<file path="src/rtl/alu_pkg.sv">
// Shared ALU op encoding plus the scheduler's in-flight tag type.
// Tag id is sized for the largest supported requester count.
package alu_pkg;

  localparam int ALU_OP_W = 3;

  typedef enum logic [ALU_OP_W-1:0] {
    ALU_ADD  = 3'd0,
    ALU_SUB  = 3'd1,
    ALU_AND  = 3'd2,
    ALU_OR   = 3'd3,
    ALU_XOR  = 3'd4,
    ALU_MULT = 3'd5
  } alu_op_t;

  localparam int MAX_NREQ = 8;
  localparam int TAG_ID_W = $clog2(MAX_NREQ);

  typedef struct packed {
    logic                valid;
    logic [TAG_ID_W-1:0] id;
  } sched_tag_t;

endpackage

</file>
<file path="src/rtl/rr_arbiter.sv">
// Rotating-priority grant: first set request at or after ptr, wrapping; zero latency.
// Backpressure: no grant while rst is high or when no request is pending.
module rr_arbiter #(
  parameter int NREQ = 4,
  localparam int PW  = $clog2(NREQ)
) (
  input  logic            rst,
  input  logic [NREQ-1:0] req,
  input  logic [PW-1:0]   ptr,
  output logic [NREQ-1:0] grant,
  output logic [PW-1:0]   grant_idx
);

  logic          found;
  logic [PW:0]   sum;
  logic [PW-1:0] idx;

  always_comb begin
    grant     = '0;
    grant_idx = '0;
    found     = 1'b0;
    sum       = '0;
    idx       = '0;
    for (int k = 0; k < NREQ; k++) begin
      // ptr is always < NREQ, so one conditional subtract is a full modulo
      sum = {1'b0, ptr} + (PW+1)'(k);
      if (sum >= (PW+1)'(NREQ)) sum = sum - (PW+1)'(NREQ);
      idx = sum[PW-1:0];
      if (!found && req[idx]) begin
        found      = 1'b1;
        grant[idx] = 1'b1;
        grant_idx  = idx;
      end
    end
    if (rst) grant = '0;
  end

endmodule

</file>
<file path="src/rtl/alu_rr_scheduler.sv">
// Round-robin sharing of one pipelined ALU among NREQ requesters; response LAT+2 edges after transfer.
// Backpressure: at most one request accepted per cycle; ready never depends on response state.
module alu_rr_scheduler
  import alu_pkg::*;
#(
  parameter int DWIDTH = 11,
  parameter int NREQ   = 4,
  parameter int LAT    = 2
) (
  input  logic                       clk,
  input  logic                       rst,
  input  logic [NREQ-1:0]            req_valid_i,
  output logic [NREQ-1:0]            req_ready_o,
  input  logic [NREQ*ALU_OP_W-1:0]   req_op_i,
  input  logic [NREQ*DWIDTH-1:0]     req_a_i,
  input  logic [NREQ*DWIDTH-1:0]     req_b_i,
  output logic                       alu_valid_o,
  output logic [ALU_OP_W-1:0]        alu_op_o,
  output logic [DWIDTH-1:0]          alu_a_o,
  output logic [DWIDTH-1:0]          alu_b_o,
  input  logic [2*DWIDTH-1:0]        alu_res_i,
  output logic [NREQ-1:0]            rsp_valid_o,
  output logic [2*DWIDTH-1:0]        rsp_res_o,
  output logic                       busy_o
);

  localparam int PW = $clog2(NREQ);

  logic [PW-1:0]   ptr_q;
  logic [PW-1:0]   issue_id_q;
  logic [NREQ-1:0] grant;
  logic [PW-1:0]   grant_idx;
  logic            xfer;
  sched_tag_t      tag_q [LAT];
  sched_tag_t      last_tag;
  logic [LAT-1:0]  tag_vld;

  rr_arbiter #(.NREQ(NREQ)) u_arb (
    .rst       (rst),
    .req       (req_valid_i),
    .ptr       (ptr_q),
    .grant     (grant),
    .grant_idx (grant_idx)
  );

  assign req_ready_o = grant;
  assign xfer        = |(req_valid_i & grant);

  always_ff @(posedge clk) begin
    if (rst) begin
      ptr_q       <= '0;
      issue_id_q  <= '0;
      alu_valid_o <= 1'b0;
      alu_op_o    <= '0;
      alu_a_o     <= '0;
      alu_b_o     <= '0;
    end else begin
      alu_valid_o <= xfer;
      if (xfer) begin
        ptr_q      <= (grant_idx == PW'(NREQ-1)) ? '0 : grant_idx + PW'(1);
        issue_id_q <= grant_idx;
        alu_op_o   <= req_op_i[grant_idx*ALU_OP_W +: ALU_OP_W];
        alu_a_o    <= req_a_i[grant_idx*DWIDTH +: DWIDTH];
        alu_b_o    <= req_b_i[grant_idx*DWIDTH +: DWIDTH];
      end
    end
  end

  // Stage 0 follows the issue register, so the tag lines up with alu_res_i
  always_ff @(posedge clk) begin
    if (rst) begin
      for (int s = 0; s < LAT; s++) tag_q[s] <= '0;
    end else begin
      tag_q[0] <= '{valid: alu_valid_o, id: TAG_ID_W'(issue_id_q)};
      for (int s = 1; s < LAT; s++) tag_q[s] <= tag_q[s-1];
    end
  end

  assign last_tag = tag_q[LAT-1];

  always_ff @(posedge clk) begin
    if (rst) begin
      rsp_valid_o <= '0;
      rsp_res_o   <= '0;
    end else begin
      rsp_valid_o <= last_tag.valid ? (NREQ'(1) << last_tag.id) : '0;
      if (last_tag.valid) rsp_res_o <= alu_res_i;
    end
  end

  always_comb begin
    tag_vld = '0;
    for (int s = 0; s < LAT; s++) tag_vld[s] = tag_q[s].valid;
  end

  assign busy_o = alu_valid_o | (|tag_vld);

endmodule
</file>
<file path="config.mk">
export PLATFORM = sky130hd
export DESIGN_NAME = alu_rr_scheduler
export DESIGN_NICKNAME = d
export VERILOG_FILES = /design/src/rtl/alu_pkg.sv /design/src/rtl/rr_arbiter.sv /design/src/rtl/alu_rr_scheduler.sv
export SDC_FILE = /design/constraint.sdc
export NUM_CORES = 1
export LEC_CHECK = 0
export ABC_AREA = 1
export BUFFER_PORTS_ARGS = -buffer_cell sky130_fd_sc_hd__buf_4
export CELL_PAD_IN_SITES_DETAIL_PLACEMENT = 1
export CELL_PAD_IN_SITES_GLOBAL_PLACEMENT = 1
export CORE_UTILIZATION = 33
export DETAILED_ROUTE_END_ITERATION = 16
export GPL_TIMING_DRIVEN = 1
export HOLD_SLACK_MARGIN = 0.1
export PLACE_DENSITY_LB_ADDON = 0.2
export SLEW_MARGIN = 20
export SYNTH_ARGS = -nofsm -noshare
export SYNTH_HDL_FRONTEND = slang
export SYNTH_SLANG_ARGS = --single-unit
</file>
<file path="constraint.sdc">
create_clock -name clk -period 5.8 [get_ports clk]
set_clock_uncertainty 0.15 [all_clocks]
set_input_delay 0.58 -clock clk [delete_from_list [all_inputs] [get_ports clk]]
set_output_delay 0.58 -clock clk [all_outputs]
set_load 0.03 [all_outputs]
</file>
==> results_dict.tcl <==
set metrics [dict create \
    outcome "completed" \
    drive_above_1_share 0.284 \
    antenna_found_initial 0 \
    grt_usage 0.208 \
    critPathMaxStageDelay_ns 0.71 \
    worst_slew_pin_slew_ns 0.963 \
    cts_root_buffer "clkbuf_16" \
    clk_latency_ns 0.33 \
    dieArea_um2 11800 \
    wl_um 12200 \
    internal_power_mw 1.44 \
    sw_frac_of_total 0.503 \
    htreeDepth 3 \
    worstPathRequired_ns 5.87 \
    ys_seq_elements 62 \
    reg2regPathDepth 14 \
    flow.area_growth_from_synthesis_pct 43.7 \
    power_per_cell_area_nw_per_um2 534 \
    yosysTopAreaCellShare 0.330 \
    first_global_vias 4111 \
    initial_core_util 0.343 \
    synthArstFlopShare 0 \
    dp_hpwl_um 9280 \
    min_period_over_period 0.610 \
    critPathKind "reg -> reg" \
    grt-ovfl-total 0 \
    coreArea_um2 11000 \
    viasPerCell 4.67 \
    routabilityCongestion 0.895 \
    slew-limit-headroom 0.358 \
    endpoint_kind "register" \
    reg2reg_to "alu_a_o[4]$_SDFFE_PP0P_" \
    tns_ns 0 \
    power_frac_seq 0.206 \
    wire_per_inst_um 13.5 \
    clock_power_share 0.170 \
    total_power_mw 2.89 \
    synth_area_um2 3770 \
    ir_drop_v 0.000302 \
    cts_buffers 9 \
    yosys-top-cells-count "159 x nand2_1, 106 x nor2_1, 99 x inv_1" \
    synth_cell_type_count 27 \
    synth_cells 594 \
    fmax_mhz 283 \
    crit_chain "inv_6 > ha_1 > inv_1 > nand3_1 > nand2_1 > nand2_1 > inv_1 > nand2_4 > o21ai_4 > inv_4 > o211ai_1 > nand2_1 > nor2_1 > nor2_1" \
    syn_nets 730 \
    grt_first_pass_wirelength_um 19000 \
    syn_avg_cell_area_um2 6.34 \
    ctsResizeCount 0 \
    ff2ff_setup_slack_ns 2.26 \
    rsz0062_at_grt "false" \
    hp-start "tag_q[0][1]$_SDFF_PP0_" \
    critPathSlowestCell "dfxtp_1" \
    finalCriticalPeriod_ns 3.54 \
    drtIter0Drc 109 \
    yosysTopAreaCell "dfxtp_1" \
    finalSetupViolations 0 \
    ant_nets 0 \
    die_h_um 109 \
    synth_area_leaders "dfxtp_1 33%, nand2_1 16%, nor2_1 11%, o211ai_1 10%, inv_1 9.9%" \
    nNetsFinal 893 \
    dr.pass1.iters 4 \
    cts_setup_buffers 0 \
    hold_viol 0 \
    synth-edff-count 0 \
    clk_pin_slew_ns 0.05 \
    whs_path_depth 2 \
    synth_seq_area_share 0.330 \
    final_max_slew_viol_count 0 \
    setup.worst_path.start_class "register" \
    io_buffer_count 184 \
    crit_path_max_fanout 28 \
    n_antenna_cell 0 \
    grt_max_degree 103 \
    switching_power_mw 1.45 \
    post-synth-top-count-cell "nand2_1" \
    maxCapViolations 0 \
    arrival_ns 3.61 \
    drc 0 \
    vias 4206 \
    rows 38 \
    die_x_um 109 \
    share_comb_of_total_power 0.624 \
    ys_warn_count 0 \
    ioPinCount 185 \
    clockBufferDepth 2 \
    whs_endpoint "tag_q[0][5]$_SDFF_PP0_" \
    cp_common_cell "nand2_1" \
    hold_class "reg -> reg" \
    cts_tree "built" \
    p_leak_nw 2.98 \
    r2r_start "ptr_q[0]$_SDFFE_PP0P_" \
    cts.sinks 62 \
    synth_top_flop_cell "dfxtp_1" \
    postCtsHoldBufs 0 \
]
## how the worst max path moves through the flow
stage	start	endpoint	slack, ns	depth (start not counted)
after CTS	ptr_q[0]$_SDFFE_PP0P_	alu_a_o[4]$_SDFFE_PP0P_	2.18	14
after detailed placement	ptr_q[0]$_SDFFE_PP0P_	alu_a_o[4]$_SDFFE_PP0P_	2.19	14
after global placement	ptr_q[0]$_SDFFE_PP0P_	alu_a_o[6]$_SDFFE_PP0P_	2.42	14
after global routing	ptr_q[0]$_SDFFE_PP0P_	alu_a_o[5]$_SDFFE_PP0P_	1.92	14
final	ptr_q[0]$_SDFFE_PP0P_	alu_a_o[4]$_SDFFE_PP0P_	2.26	14
after floorplan	ptr_q[1]$_SDFFE_PP0P_	req_ready_o[0]	3.22	10
## logic make-up (layout without fill, tap and decap cells)
logic type,Yosys count,count (layout),share of synthesized area
AOI/OAI and AO/OA,83,83,0.149
DFF,62,62,0.330
adders and majority gates,8,8,0.0266
and+or+nand+nor,307,307,0.339
xor gates and xnor gates,1,1,0.00233
buffers and inverters,133,300,0.154
## area by class of cell
type / instances / area [um^2]
Clock buffer: 10 / 239
Clock inverter: 5 / 36.3
Fill cell: 1470 / 5570
Inverter: 101 / 387
Multi-Input combinational cell: 399 / 1950
Sequential cell: 62 / 1240
Tap cell: 140 / 175
Timing Repair Buffer: 184 / 1380
## worst max-delay path: cells and delay by family, from the launching register on
kind                     cells  cell delay [ns]
flip-flops                   1             0.71
AO/OA/AOI/OAI                2             0.83
adder cells (fa/ha/maj)      1             0.37
AND/OR/NAND/NOR              7             0.60
buffers and inverters        4             0.73
## registers in the layout, summed over array words and instances, names as in the netlist
register / flops
alu_valid_o: 1
alu_a_o: 11
rsp_res_o: 22
issue_id_q: 2
alu_op_o: 3
rsp_valid_o: 4
ptr_q: 2
tag_q: 6
alu_b_o: 11
## power groups by stage
stage	Clock, mW	Sequential (mW)	Combinational, mW
after floorplan	0	0.749	1.28
after global placement	0	0.599	1.76
after detailed placement	0	0.607	1.82
after CTS	0.509	0.598	1.83
after global routing	0.528	0.607	2.02
final	0.492	0.596	1.80
## per-stage QoR
| step | utilization | hold WS [ns] | area (um^2) | std cells | setup WS, ns |
|---|---|---|---|---|---|
| 6_report | 0.493 | 0.252 | 5410 | 901 | 2.26 |
| 5_1_grt | 0.493 | 0.280 | 5410 | 901 | 1.92 |
| 4_1_cts | 0.493 | 0.255 | 5410 | 901 | 2.18 |
| 3_5_place_dp | 0.468 | 0.247 | 5130 | 886 | 2.19 |
| 3_3_place_gp | 0.468 | 0.241 | 5130 | 886 | 2.42 |
| 2_1_floorplan | - | 0.238 | 3770 | 594 | 3.22 |
## cell usage in the layout (no fill, tap or decap)
master      instances
o21ai_4             1
buf_4             184
nor2_2              1
inv_1              98
ha_1                8
clkbuf_16           9
nor2_8              2
nand2_1           159
nor2_1            106
clkinv_4            1
xor2_1              1
o21ai_0            23
inv_6               1
clkbuf_8            1
nand3b_2            1
o211ai_1           50
nand3_1            28
nand2_4             4
clkinvlp_4          3
inv_2               1
nand2_2             4
dfxtp_1            62
nand3b_1            1
nand3_2             1
a21oi_1             5
inv_4               1
a21boi_1            1
a21boi_0            3
clkinv_2            1
## per-layer routing
layer | track usage | share of wire
met4 | 0.0618 | 0.015
met1 | 0.214 | 0.39
met2 | 0.398 | 0.53
met5 | 0 | 0
met3 | 0.0646 | 0.064
Power figures use the tool's default switching activity.
